### src/rtl/multicycle_control_pkg.sv
// Shared types for the multicycle controller: state encoding, opcodes, datapath select encodings.
package multicycle_control_pkg;

  localparam int STATE_BITS = 4;

  typedef enum logic [STATE_BITS-1:0] {
    RESET    = 4'd0,
    FETCH    = 4'd1,
    DECODE   = 4'd2,
    MEMADR   = 4'd3,
    MEMREAD  = 4'd4,
    MEMWB    = 4'd5,
    MEMWRITE = 4'd6,
    EXECR    = 4'd7,
    EXECI    = 4'd8,
    ALUWB    = 4'd9,
    JAL      = 4'd10,
    BEQ      = 4'd11,
    ERROR    = 4'd12
  } state_t;

  localparam logic [6:0] OP_LOAD   = 7'b0000011;
  localparam logic [6:0] OP_STORE  = 7'b0100011;
  localparam logic [6:0] OP_RTYPE  = 7'b0110011;
  localparam logic [6:0] OP_ITYPE  = 7'b0010011;
  localparam logic [6:0] OP_JAL    = 7'b1101111;
  localparam logic [6:0] OP_BRANCH = 7'b1100011;

  localparam logic [1:0] SRCA_PC     = 2'b00;
  localparam logic [1:0] SRCA_OLDPC  = 2'b01;
  localparam logic [1:0] SRCA_A      = 2'b10;

  localparam logic [1:0] SRCB_WDATA  = 2'b00;
  localparam logic [1:0] SRCB_IMM    = 2'b01;
  localparam logic [1:0] SRCB_FOUR   = 2'b10;

  localparam logic [1:0] RES_ALUOUT  = 2'b00;
  localparam logic [1:0] RES_DATA    = 2'b01;
  localparam logic [1:0] RES_ALURES  = 2'b10;

  localparam logic [1:0] ALUOP_ADD   = 2'b00;
  localparam logic [1:0] ALUOP_SUB   = 2'b01;
  localparam logic [1:0] ALUOP_FUNCT = 2'b10;

  typedef struct packed {
    logic [1:0] alu_src_a;
    logic [1:0] alu_src_b;
    logic [1:0] result_src;
    logic [1:0] alu_op;
    logic       adr_src;
    logic       ir_write;
    logic       pc_write;
    logic       reg_write;
    logic       mem_write;
    logic       instr_done;
    logic       illegal;
  } ctrl_t;

endpackage

### src/rtl/ctrl_out_decode.sv
// Combinational Moore decode of controller state into datapath controls; only PCWrite looks at zero.
// With MEM_WAIT_EN defined, FETCH strobes and MEMWRITE completion are qualified by mem_ready.
module ctrl_out_decode
  import multicycle_control_pkg::*;
(
  input  state_t state,
  input  logic   zero,
  input  logic   mem_ready,
  output ctrl_t  ctrl
);

  logic pc_update;
  logic branch;

  always_comb begin
    ctrl      = '0;
    pc_update = 1'b0;
    branch    = 1'b0;
    case (state)
      FETCH: begin
        ctrl.ir_write   = 1'b1;
        ctrl.alu_src_b  = SRCB_FOUR;
        ctrl.result_src = RES_ALURES;
        pc_update       = 1'b1;
      end
      DECODE: begin
        ctrl.alu_src_a = SRCA_OLDPC;
        ctrl.alu_src_b = SRCB_IMM;
      end
      MEMADR: begin
        ctrl.alu_src_a = SRCA_A;
        ctrl.alu_src_b = SRCB_IMM;
      end
      MEMREAD: ctrl.adr_src = 1'b1;
      MEMWB: begin
        ctrl.result_src = RES_DATA;
        ctrl.reg_write  = 1'b1;
        ctrl.instr_done = 1'b1;
      end
      MEMWRITE: begin
        ctrl.adr_src    = 1'b1;
        ctrl.mem_write  = 1'b1;
        ctrl.instr_done = 1'b1;
      end
      EXECR: begin
        ctrl.alu_src_a = SRCA_A;
        ctrl.alu_op    = ALUOP_FUNCT;
      end
      EXECI: begin
        ctrl.alu_src_a = SRCA_A;
        ctrl.alu_src_b = SRCB_IMM;
        ctrl.alu_op    = ALUOP_FUNCT;
      end
      ALUWB: begin
        ctrl.reg_write  = 1'b1;
        ctrl.instr_done = 1'b1;
      end
      JAL: begin
        ctrl.alu_src_a = SRCA_OLDPC;
        ctrl.alu_src_b = SRCB_FOUR;
        pc_update      = 1'b1;
      end
      BEQ: begin
        ctrl.alu_src_a  = SRCA_A;
        ctrl.alu_op     = ALUOP_SUB;
        branch          = 1'b1;
        ctrl.instr_done = 1'b1;
      end
      ERROR: ctrl.illegal = 1'b1;
      default: ;
    endcase
    ctrl.pc_write = pc_update | (branch & zero);
`ifdef MEM_WAIT_EN
    // A stalled fetch must not latch the IR or advance the PC.
    if (state == FETCH) begin
      ctrl.ir_write = mem_ready;
      ctrl.pc_write = mem_ready;
    end
    if (state == MEMWRITE) ctrl.instr_done = mem_ready;
`endif
  end

`ifndef MEM_WAIT_EN
  logic unused_mem_ready;
  assign unused_mem_ready = mem_ready;
`endif

endmodule

### src/rtl/multicycle_control.sv
// Multicycle RISC-V style control FSM; next-state register here, output decode in ctrl_out_decode.
// Optional MEM_WAIT_EN: FETCH/MEMREAD/MEMWRITE hold until mem_ready.
module multicycle_control
  import multicycle_control_pkg::*;
#(
  parameter int STATE_W = 4
) (
  input  logic               clk,
  input  logic               reset,
  input  logic [6:0]         op,
  input  logic               zero,
  input  logic               mem_ready,
  output logic [1:0]         ALUSrcA,
  output logic [1:0]         ALUSrcB,
  output logic [1:0]         ResultSrc,
  output logic [1:0]         ALUOp,
  output logic               AdrSrc,
  output logic               IRWrite,
  output logic               PCWrite,
  output logic               RegWrite,
  output logic               MemWrite,
  output logic               instr_done,
  output logic               illegal,
  output logic [STATE_W-1:0] state_dbg
);

  state_t state;
  state_t state_nxt;
  logic   started;
  ctrl_t  ctrl;

  always_comb begin
    state_nxt = state;
    case (state)
      // RESET is held for one extra edge so the first FETCH lands on the second edge.
      RESET: state_nxt = started ? FETCH : RESET;
`ifdef MEM_WAIT_EN
      FETCH:    state_nxt = mem_ready ? DECODE : FETCH;
      MEMREAD:  state_nxt = mem_ready ? MEMWB  : MEMREAD;
      MEMWRITE: state_nxt = mem_ready ? FETCH  : MEMWRITE;
`else
      FETCH:    state_nxt = DECODE;
      MEMREAD:  state_nxt = MEMWB;
      MEMWRITE: state_nxt = FETCH;
`endif
      DECODE: begin
        case (op)
          OP_LOAD, OP_STORE: state_nxt = MEMADR;
          OP_RTYPE:          state_nxt = EXECR;
          OP_ITYPE:          state_nxt = EXECI;
          OP_JAL:            state_nxt = JAL;
          OP_BRANCH:         state_nxt = BEQ;
          default:           state_nxt = ERROR;
        endcase
      end
      MEMADR:            state_nxt = (op == OP_LOAD) ? MEMREAD : MEMWRITE;
      EXECR, EXECI, JAL: state_nxt = ALUWB;
      MEMWB, ALUWB, BEQ: state_nxt = FETCH;
      ERROR:             state_nxt = ERROR;
      default:           state_nxt = ERROR;
    endcase
  end

  always_ff @(posedge clk or posedge reset) begin
    if (reset) begin
      state   <= RESET;
      started <= 1'b0;
    end else begin
      started <= 1'b1;
      state   <= state_nxt;
    end
  end

  ctrl_out_decode u_decode (
    .state     (state),
    .zero      (zero),
    .mem_ready (mem_ready),
    .ctrl      (ctrl)
  );

  assign ALUSrcA    = ctrl.alu_src_a;
  assign ALUSrcB    = ctrl.alu_src_b;
  assign ResultSrc  = ctrl.result_src;
  assign ALUOp      = ctrl.alu_op;
  assign AdrSrc     = ctrl.adr_src;
  assign IRWrite    = ctrl.ir_write;
  assign PCWrite    = ctrl.pc_write;
  assign RegWrite   = ctrl.reg_write;
  assign MemWrite   = ctrl.mem_write;
  assign instr_done = ctrl.instr_done;
  assign illegal    = ctrl.illegal;
  assign state_dbg  = STATE_W'(state);

endmodule

### config.mk
export PLATFORM = sky130hd
export DESIGN_NAME = multicycle_control
export DESIGN_NICKNAME = d
export VERILOG_FILES = /design/src/rtl/multicycle_control_pkg.sv /design/src/rtl/ctrl_out_decode.sv /design/src/rtl/multicycle_control.sv
export SDC_FILE = /design/constraint.sdc
export NUM_CORES = 1
export LEC_CHECK = 0
export BUFFER_PORTS_ARGS = -buffer_cell sky130_fd_sc_hd__buf_4
export CORE_AREA = 2 2 39 41
export CTS_CLUSTER_SIZE = 8
export DETAILED_ROUTE_END_ITERATION = 7
export DIE_AREA = 0 0 41 43
export GPL_TIMING_DRIVEN = 1
export PLACE_DENSITY = 0.69
export SLEW_MARGIN = 40
export SYNTH_ARGS = -nofsm -noshare
export SYNTH_HDL_FRONTEND = slang
export SYNTH_HIERARCHICAL = 1
export SYNTH_SLANG_ARGS = --single-unit
### constraint.sdc
create_clock -name clk -period 2.65 [get_ports clk]
set_input_delay 0.265 -clock clk [delete_from_list [all_inputs] [get_ports clk]]
set_output_delay 0.265 -clock clk [all_outputs]
set_load 0.005 [all_outputs]
==> impl_metrics.json <==
{
  "place_ws_ns": 1.11,
  "ant_nets": 0,
  "fin_total_pwr_mw": 0.193,
  "use_met3_pct": 6.28,
  "tightest_slew_ns": 0.506,
  "drt_iter0_drc": 10,
  "synthFlopType": "dfrtp_1",
  "netlist_top_cells_count": "11 x nor2_1, 5 x a21oi_1, 5 x dfrtp_1, 5 x nand2_1, 5 x nand2b_1",
  "start_util_pct": 38.4,
  "setup_slack_ns": 0.857,
  "top_usage_layer": "met2",
  "wl_um": 1260,
  "fmax_mhz": 558,
  "cts_tree": "built",
  "timing.slew.headroom_pct": 66.3,
  "syn_avg_cell_area_um2": 7.28,
  "synthToLayoutAreaGrowth_pct": 45.2,
  "maxSlewViolCount": 0,
  "vias_per_cell": 5.42,
  "synth-edff-count": 0,
  "portBuffers": 28,
  "drcViolationCount": 0,
  "fp.dieH_um": 43,
  "htreeDepth": 1,
  "synth.largest_area_cell": "dfrtp_1",
  "cts_buffers": 3,
  "ir_drop_mv": 0.312,
  "status": "finished, final reports clean",
  "syn-cell-area_um2": 532,
  "cap_violations": 0,
  "final_core_util_pct": 55.8,
  "crit_start": "state_dbg[1]",
  "cp_data_arrival_time_ns": 1.53,
  "grt_pass1_vias": 505,
  "antenna_cells": 0,
  "syn_nets": 84,
  "grt_use_met2_pct": 25.9,
  "grt_pass1_wl_um": 1970,
  "synth_top_area_share_pct": 23.5,
  "yosysWarnings": 6,
  "grt_usage_pct": 16.2,
  "drive_gt1_share_pct": 35.3,
  "ys_types": 36,
  "ys_ff_latch": 5,
  "antenna_found_initial": 0,
  "min_from": "op[0]",
  "rsz0062_at_grt": "false",
  "critPathKind": "flip-flop to primary output",
  "rr_startpoint": "state_dbg[1]",
  "grt_overflow_total": 0,
  "setup_viol": 0,
  "required_ns": 2.38,
  "period_needed_ns": 1.79,
  "hpwl_um": 951,
  "routedWlPerCell_um": 10.7,
  "skew_ns": 0.00394,
  "path_clk_slew_ns": 0.04,
  "routabilityCongestion": 0.774,
  "async_flop_share_pct": 100,
  "cts.root.buffer_cell": "clkbuf_4",
  "nets": 114,
  "period_share_pct": 67.7,
  "start_kind": "flip-flop",
  "finalHoldViolCount": 0,
  "synth.area.top_cells": "dfrtp_1 24%, nor2_1 7.8%, nand2b_1 5.9%, a21oi_1 4.7%, nand2_1 3.5%",
  "grt_start_max_net_pins": 18,
  "yosysMostFrequentCell": "nor2_1",
  "first_pass_iters": 4,
  "die-area_mm2": 0.00176,
  "ctsLongestPathBuffers": 2,
  "setup_tns_ns": 0,
  "hold_depth": 3,
  "powerDensity_mw_per_mm2": 250,
  "total_leakage_power_nw": 0.330,
  "die_w_um": 41,
  "cts.sinks": 5,
  "rows": 14,
  "clk-insertion-delay-late_ns": 0.24,
  "placeableCoreArea_mm2": 0.00138,
  "netlist_instances": 73,
  "ios": 30,
  "endpoint_kind": "primary output",
  "crit_fanout": 15,
  "ys_seq_area_share_pct": 23.5,
  "vias": 640,
  "hold_path_class": "input port to flip-flop",
  "ff2ff_path_depth": 3,
  "grt_util_met1_pct": 19.6
}
[per-layer routing]
layer / routed length, um / share of wire (%)
met5: 0 / 0
met4: 0 / 0
met2: 581 / 46
met1: 552 / 44
met3: 124 / 9.8
[power breakdown]
part	switching, mW	internal (mW)
registers	0.000175	0.0774
clock network	0.0310	0.0569
logic	0.0128	0.0150
[worst max-delay path, stage by stage (launching register included)]
cell	delay [ns]
dfrtp_1	0.53
nand2b_4	0.24
or2_4	0.25
a21oi_1	0.12
buf_4	0.13
[placed cells by master, fill, tap and decap left out, drive strengths merged, types with 2 or more instances in the layout]
| master | Yosys | layout |
|---|---|---|
| o22ai | 3 | 3 |
| dfrtp | 5 | 5 |
| a21boi | 2 | 2 |
| nand2 | 5 | 5 |
| nor4b | 2 | 2 |
| nor2 | 12 | 12 |
| a21oi | 6 | 6 |
| inv | 4 | 4 |
| clkbuf | 0 | 4 |
| nor3 | 3 | 3 |
| nand2b | 6 | 6 |
| buf | 4 | 28 |
| o21ai | 4 | 4 |
[registers in the layout, indices dropped and copies added, names as in the netlist]
| register | cells |
|---|---|
| state_dbg | 4 |
| started | 1 |
[worst paths after layout]
path                                end  slack [ns]
setup / recovery                PCWrite        0.86
hold / removal             state_dbg[3]        0.36
setup reg to reg           state_dbg[0]        1.28
hold reg to reg            state_dbg[0]        0.63
max in group asynchronous  state_dbg[3]        2.00
min in group asynchronous  state_dbg[2]        0.48
[final cells by class]
type | count | area [um^2]
repair buffers | 29 | 220
fillers | 139 | 612
inverters | 4 | 15.0
clock buffers | 4 | 26.3
well taps | 16 | 20.0
multi-input cells | 60 | 365
flip-flops and latches | 5 | 125
[stage by stage]
stage,area [um^2],cells,hold slack (ns)
2_1_floorplan,532,73,0.0435
3_3_place_gp,736,113,0.175
3_5_place_dp,736,113,0.176
4_1_cts,772,118,0.361
5_1_grt,772,118,0.380
6_report,772,118,0.359
[what timing repair did]
item,in CTS,in global routing
gates resized for setup,0,0
buffers inserted,0,0
hold buffers,1,0
hold endpoints to repair,5,0
[cells by family after synthesis]
family,after synthesis,share of synthesized area (%)
and+or+nand+nor,36,39.3
AOI/OAI and AO/OA,23,28.7
buffers and inverters,8,7.76
DFF,5,23.5
other,1,0.705
Power figures use the tool's default switching activity.
